`src/rtl/pw_requant_serializer.sv`:
```
// pw_requant_serializer: captures one vector of pointwise-conv accumulators,
// requantizes each channel and streams one activation per valid/ready beat.
module pw_requant_serializer #(
    parameter int DATA_W  = 8,
    parameter int ACC_W   = 32,
    parameter int OUT_CH  = 8,
    parameter int MULT_W  = 16,
    parameter int SHIFT_W = 6
) (
    input  logic                      clk,
    input  logic                      rst_n,
    input  logic                      i_valid,
    input  logic [OUT_CH*ACC_W-1:0]   i_vec_flat,
    input  logic [OUT_CH*ACC_W-1:0]   i_bias_flat,
    input  logic [OUT_CH*MULT_W-1:0]  i_mult_flat,
    input  logic [SHIFT_W-1:0]        i_shift,
    input  logic                      i_relu_en,
    output logic                      o_ready_in,
    output logic                      o_drop,
    output logic                      o_valid,
    input  logic                      i_ready,
    output logic [DATA_W-1:0]         o_data,
    output logic [$clog2(OUT_CH)-1:0] o_ch,
    output logic                      o_last
);
    localparam int CW = $clog2(OUT_CH);
    localparam int PW = ACC_W + 1 + MULT_W;
    localparam int EW = PW + 1;
    localparam logic signed [EW-1:0] SMAX = EW'((1 << (DATA_W - 1)) - 1);
    localparam logic signed [EW-1:0] SMIN = ~SMAX;

    typedef enum logic [1:0] {IDLE, MUL, OUT} state_t;

    state_t                  state;
    logic [OUT_CH*ACC_W-1:0] vec_r;
    logic [SHIFT_W-1:0]      shift_r;
    logic                    relu_r;
    logic [CW-1:0]           cnt;

    logic signed [ACC_W-1:0]  acc;
    logic signed [ACC_W-1:0]  bias;
    logic signed [MULT_W-1:0] mult;
    logic signed [ACC_W:0]    sum;
    logic signed [PW-1:0]     prod;
    logic signed [EW-1:0]     rnd;
    logic signed [EW-1:0]     res;
    logic [DATA_W-1:0]        q;

    always_comb begin
        acc  = vec_r[int'(cnt)*ACC_W +: ACC_W];
        bias = i_bias_flat[int'(cnt)*ACC_W +: ACC_W];
        mult = i_mult_flat[int'(cnt)*MULT_W +: MULT_W];
        sum  = (ACC_W+1)'(acc) + (ACC_W+1)'(bias);
        prod = PW'(sum) * PW'(mult);
        rnd  = '0;
        if (shift_r != '0 && int'(shift_r) < PW)
            rnd = EW'(1) << (shift_r - 1'b1);
        res = (EW'(prod) + rnd) >>> shift_r;
        // shifting past the product width always rounds to zero
        if (int'(shift_r) >= PW)
            res = '0;
        if (relu_r && res[EW-1])
            res = '0;
        if (res > SMAX)
            q = SMAX[DATA_W-1:0];
        else if (res < SMIN)
            q = SMIN[DATA_W-1:0];
        else
            q = res[DATA_W-1:0];
    end

    always_ff @(posedge clk or negedge rst_n) begin
        if (!rst_n) begin
            state      <= IDLE;
            vec_r      <= '0;
            shift_r    <= '0;
            relu_r     <= 1'b0;
            cnt        <= '0;
            o_ready_in <= 1'b1;
            o_drop     <= 1'b0;
            o_valid    <= 1'b0;
            o_data     <= '0;
            o_ch       <= '0;
            o_last     <= 1'b0;
        end else begin
            if (i_valid && state != IDLE)
                o_drop <= 1'b1;
            unique case (state)
                IDLE: begin
                    if (i_valid) begin
                        vec_r      <= i_vec_flat;
                        shift_r    <= i_shift;
                        relu_r     <= i_relu_en;
                        cnt        <= '0;
                        o_ready_in <= 1'b0;
                        state      <= MUL;
                    end
                end
                MUL: begin
                    o_data  <= q;
                    o_ch    <= cnt;
                    o_last  <= (cnt == CW'(OUT_CH - 1));
                    o_valid <= 1'b1;
                    state   <= OUT;
                end
                OUT: begin
                    if (i_ready) begin
                        o_valid <= 1'b0;
                        if (o_last) begin
                            o_ready_in <= 1'b1;
                            state      <= IDLE;
                        end else begin
                            cnt   <= cnt + 1'b1;
                            state <= MUL;
                        end
                    end
                end
                default: state <= IDLE;
            endcase
        end
    end
endmodule

```
`config.mk`:
```
export PLATFORM = sky130hd
export DESIGN_NAME = pw_requant_serializer
export DESIGN_NICKNAME = d
export VERILOG_FILES = /design/src/rtl/pw_requant_serializer.sv
export SDC_FILE = /design/constraint.sdc
export NUM_CORES = 2
export LEC_CHECK = 0
export CAP_MARGIN = 20
export CORE_UTILIZATION = 57
export CTS_CLUSTER_DIAMETER = 150
export DETAILED_ROUTE_END_ITERATION = 12
export PLACE_DENSITY_LB_ADDON = 0.15
export SKIP_LAST_GASP = 1
export SLEW_MARGIN = 20
export SYNTH_ARGS = -nofsm -noshare
export SYNTH_HDL_FRONTEND = slang
export SYNTH_SLANG_ARGS = --single-unit
```
`constraint.sdc`:
```
create_clock -name clk -period 18.4 [get_ports clk]
set_clock_uncertainty 0.05 [all_clocks]
set_input_delay 2.76 -clock clk [delete_from_list [all_inputs] [get_ports clk]]
set_output_delay 2.76 -clock clk [all_outputs]
set_load 0.02 [all_outputs]
```
==> flow_metrics.py <==
metrics = {
    "critical_path": {
        "critical_path.reg2reg.endpoint": "o_data[1]",
        "path_delay_family": "compound AO/OA/AOI/OAI gates",
        "worst-endpoint-arrival_ns": 17.19,
        "crit_buf_inv": 4,
        "setup.worst_path.end_class": "flop",
        "setup.worst_path.start_class": "primary input",
        "cpPeakStageDelay_ns": 0.80,
        "critPathRequiredTime_ns": 18.95,
        "critPathSlowestCell": "sky130_fd_sc_hd__o311ai_1",
        "critPathLaunch": "i_bias_flat[129]",
        "crit_path_max_fanout": 11,
        "regToRegStartpoint": "cnt[0]",
        "critPathMostFrequentCell": "sky130_fd_sc_hd__fa_1",
        "worst-r2r-setup-slack_ns": 2.87,
        "timing.critical_path.depth": 48,
        "timing_worst_setup_path_type": "primary input to flop",
        "reg2reg_depth": 48,
    },
    "floorplan": {
        "ioPinCount": 666,
        "std_cell_rows": 99,
        "floorplan.die.width_microns": 276,
        "die_area_sq_mm": 0.0759,
        "initial_core_utilization_pct": 58.1,
        "chipHeight_microns": 276,
        "placeableCoreArea_sq_mm": 0.0735,
    },
    "synthesis": {
        "ys_warn_count": 0,
        "ys_seq_elements": 283,
        "ys.flop_type": "sky130_fd_sc_hd__dfrtp_1",
        "count_of_flip_flops_with_a_built_in_enable_after_synthesis": 0,
        "yosys.cell_types.count": 126,
        "syn-mean-instance-area_sq_um": 10.0,
        "share_of_the_yosys_chip_area_belonging_to_registers_pct": 16.6,
        "mappedNetlistArea_sq_mm": 0.0427,
        "postSynthNetCount": 5629,
        "syn_inst": 4255,
        "async_flop_share_pct": 100,
    },
    "global_route": {
        "antenna_violations_before_repair": 27,
        "grt_start_max_net_pins": 104,
        "aggregate_global_route_resource_usage_pct": 44.4,
        "globalRoute.totalOverflow": 0,
        "grt_pass1_wl_microns": 245000,
        "grt_pass1_vias": 38300,
    },
    "worst_hold_path": {
        "holdCritStartpoint": "o_drop",
        "worst_hold_path.num_cells": 1,
        "hold_path_class": "flop to flop",
        "min_to": "o_drop",
    },
    "drt": {
        "post_drt_via_cell_ratio": 6.48,
        "route.final.wire_length_microns": 166000,
        "detail_route.wl_per_cell_microns": 28.8,
        "detailed_routing_iteration_count_for_the_pre_antenna_repair_pass": 8,
        "drcViolationCount": 0,
        "initialDrtViolationCount": 3776,
        "detail-route-antenna-nets": 0,
        "vias": 37400,
    },
    "timing": {
        "max_freq_mhz": 60.1,
        "share_of_the_clock_period_used_by_the_worst_path_pct": 90.5,
        "timing.final.hold_violations": 0,
        "setup_viol": 0,
        "grt_setup_unrepaired": "no",
        "max_slew.worst_pin.slew_ns": 1.25,
        "setup_total_negative_slack_ns": 0,
        "worst_slew_margin_rel_pct": 16.9,
        "period_needed_ns": 16.65,
        "final_max_slew_viol_count": 0,
    },
    "cts": {
        "cts_made_buffers": 31,
        "ctsLongestPathBuffers": 3,
        "clock_latency_ns": 0.66,
        "hold_buffers": 0,
        "numClockSinks": 283,
        "tritoncts_clock_tree": "built",
        "clkTransAtPathRegs_ns": 0.06,
        "cts.repair_timing.setup_buffer_count": 0,
        "cts.root.buffer_cell": "sky130_fd_sc_hd__clkbuf_16",
        "postCtsResizedCells": 0,
        "cts-htree-levels": 1,
    },
    "finish": {
        "synthToLayoutAreaGrowth_pct": 19.7,
        "mostFrequentLayoutCells": "sky130_fd_sc_hd__clkdlybuf4s50_1, sky130_fd_sc_hd__fa_1, sky130_fd_sc_hd__inv_1, sky130_fd_sc_hd__nor2_1, sky130_fd_sc_hd__mux2_2",
        "final-instance-count-excl-fill": 5767,
        "filler_cells_inserted": 5675,
        "finalInstanceArea_sq_mm": 0.0511,
        "finalNetCount": 6144,
        "share_of_post_route_cells_with_drive_strength_above_1_pct": 16.5,
        "mostFrequentLayoutCell": "sky130_fd_sc_hd__clkdlybuf4s50_1",
    },
    "placement": {
        "dpl.hpwl_microns": 136000,
        "io_buffer_count": 665,
        "gpl.final_weighted_congestion": 1.03,
        "post-place-cells": 5695,
        "postPlaceCellArea_sq_mm": 0.0500,
    },
    "job": {
        "drv_cap": 0,
    },
    "status": {
        "run_status": "complete, no violations",
    },
}
final cells by class:
type / count / area, sq um / area share [%]
Clock buffer: 50 / 917 / 1.80
Antenna cell: 15 / 37.5 / 0.0735
Inverter: 505 / 1900 / 3.71
Multi-Input combinational cell: 3201 / 32500 / 63.7
Sequential cell: 283 / 7100 / 13.9
Timing Repair Buffer: 748 / 7320 / 14.3
Clock inverter: 6 / 47.5 / 0.0931
Tap cell: 959 / 1200 / 2.35
Yosys cell counts (9+ instances only):
cell type | number | area (sq um)
sky130_fd_sc_hd__mux4_2 | 175 | 3940
sky130_fd_sc_hd__ha_1 | 168 | 2100
sky130_fd_sc_hd__mux2i_1 | 60 | 601
sky130_fd_sc_hd__and3_1 | 16 | 100
sky130_fd_sc_hd__inv_1 | 502 | 1880
sky130_fd_sc_hd__buf_2 | 18 | 90.1
sky130_fd_sc_hd__o21ai_1 | 12 | 60.1
sky130_fd_sc_hd__nor2b_1 | 19 | 119
sky130_fd_sc_hd__or3_1 | 21 | 131
sky130_fd_sc_hd__clkbuf_1 | 181 | 679
sky130_fd_sc_hd__nand4_1 | 37 | 231
sky130_fd_sc_hd__nand2_1 | 331 | 1240
sky130_fd_sc_hd__buf_1 | 36 | 135
sky130_fd_sc_hd__o22ai_1 | 17 | 106
sky130_fd_sc_hd__o2111ai_1 | 12 | 105
sky130_fd_sc_hd__o21a_1 | 21 | 158
sky130_fd_sc_hd__fa_1 | 555 | 11100
sky130_fd_sc_hd__and2_1 | 41 | 257
sky130_fd_sc_hd__nor4_1 | 13 | 81.3
sky130_fd_sc_hd__nand3_1 | 56 | 280
sky130_fd_sc_hd__xor2_1 | 29 | 254
sky130_fd_sc_hd__and4_1 | 12 | 105
sky130_fd_sc_hd__xnor2_1 | 47 | 412
sky130_fd_sc_hd__nor3_1 | 67 | 335
sky130_fd_sc_hd__o21ai_0 | 103 | 515
sky130_fd_sc_hd__a21boi_0 | 9 | 67.6
sky130_fd_sc_hd__nor2_1 | 449 | 1690
sky130_fd_sc_hd__o211a_1 | 12 | 120
sky130_fd_sc_hd__nand2b_1 | 30 | 188
sky130_fd_sc_hd__buf_6 | 18 | 203
sky130_fd_sc_hd__a21o_1 | 34 | 255
sky130_fd_sc_hd__dfrtp_1 | 282 | 7060
sky130_fd_sc_hd__o211ai_1 | 18 | 135
sky130_fd_sc_hd__or2_2 | 38 | 238
sky130_fd_sc_hd__o31ai_1 | 11 | 82.6
sky130_fd_sc_hd__a211oi_1 | 42 | 315
sky130_fd_sc_hd__a221oi_1 | 11 | 96.3
sky130_fd_sc_hd__a211o_1 | 16 | 140
sky130_fd_sc_hd__mux2_2 | 347 | 3910
sky130_fd_sc_hd__a31oi_1 | 22 | 138
sky130_fd_sc_hd__a21oi_1 | 138 | 691
sky130_fd_sc_hd__o21bai_1 | 19 | 143
worst register-to-register path: cells and delay by family, from the launching register on:
family / cells / cell delay [ns]
fa+ha+maj: 8 / 3.76
compound gates: 24 / 6.24
flops: 1 / 0.75
mux: 2 / 0.87
buf+inv: 4 / 0.76
xor+xnor: 1 / 0.51
simple gates: 9 / 2.50
per-layer routing:
layer | track usage [%] | share of wire [%] | up-vias
li1 | - | - | 15700
met1 | 54.3 | 36 | 18900
met2 | 67.8 | 45 | 2277
met3 | 13.6 | 11 | 522
met4 | 29.7 | 8.0 | 14
met5 | 0 | 0.057 | -
registers in the layout, indices dropped and copies added, names as in the netlist:
register    flops
o_ready_in      1
state           2
o_last          1
vec_r         256
cnt             3
o_drop          1
o_ch            3
shift_r         6
relu_r          1
o_valid         1
o_data          8
metrics by stage:
step	hold slack [ns]	util (%)	setup slack (ns)
after floorplan	0.425	-	3.95
after global placement	0.405	68.1	1.30
after detailed placement	0.413	68.1	1.16
after CTS	0.428	69.4	1.79
after global routing	0.445	69.5	0.765
final	0.428	69.5	1.75
how the worst max path moves through the flow:
stage	endpoint	slack, ns
4_1_cts	o_data[4]	1.79
2_1_floorplan	o_data[1]	3.95
3_5_place_dp	o_data[1]	1.16
6_report	o_data[1]	1.75
3_3_place_gp	o_data[4]	1.30
5_1_grt	o_data[1]	0.77
cells by family (layout without fill, tap and decap cells):
family	after synthesis	in the layout	synth area share, %
xor+xnor	76	76	1.56
buf+inv	771	1309	7.42
flops	283	283	16.6
compound gates	648	648	11.0
other cells	1	16	0.00879
simple gates	1166	1166	12.4
fa+ha+maj	723	723	31.0
mux	587	587	20.0
Power is not shown: default switching activity piles up to over one toggle a cycle in this logic, so the estimate is an artifact.
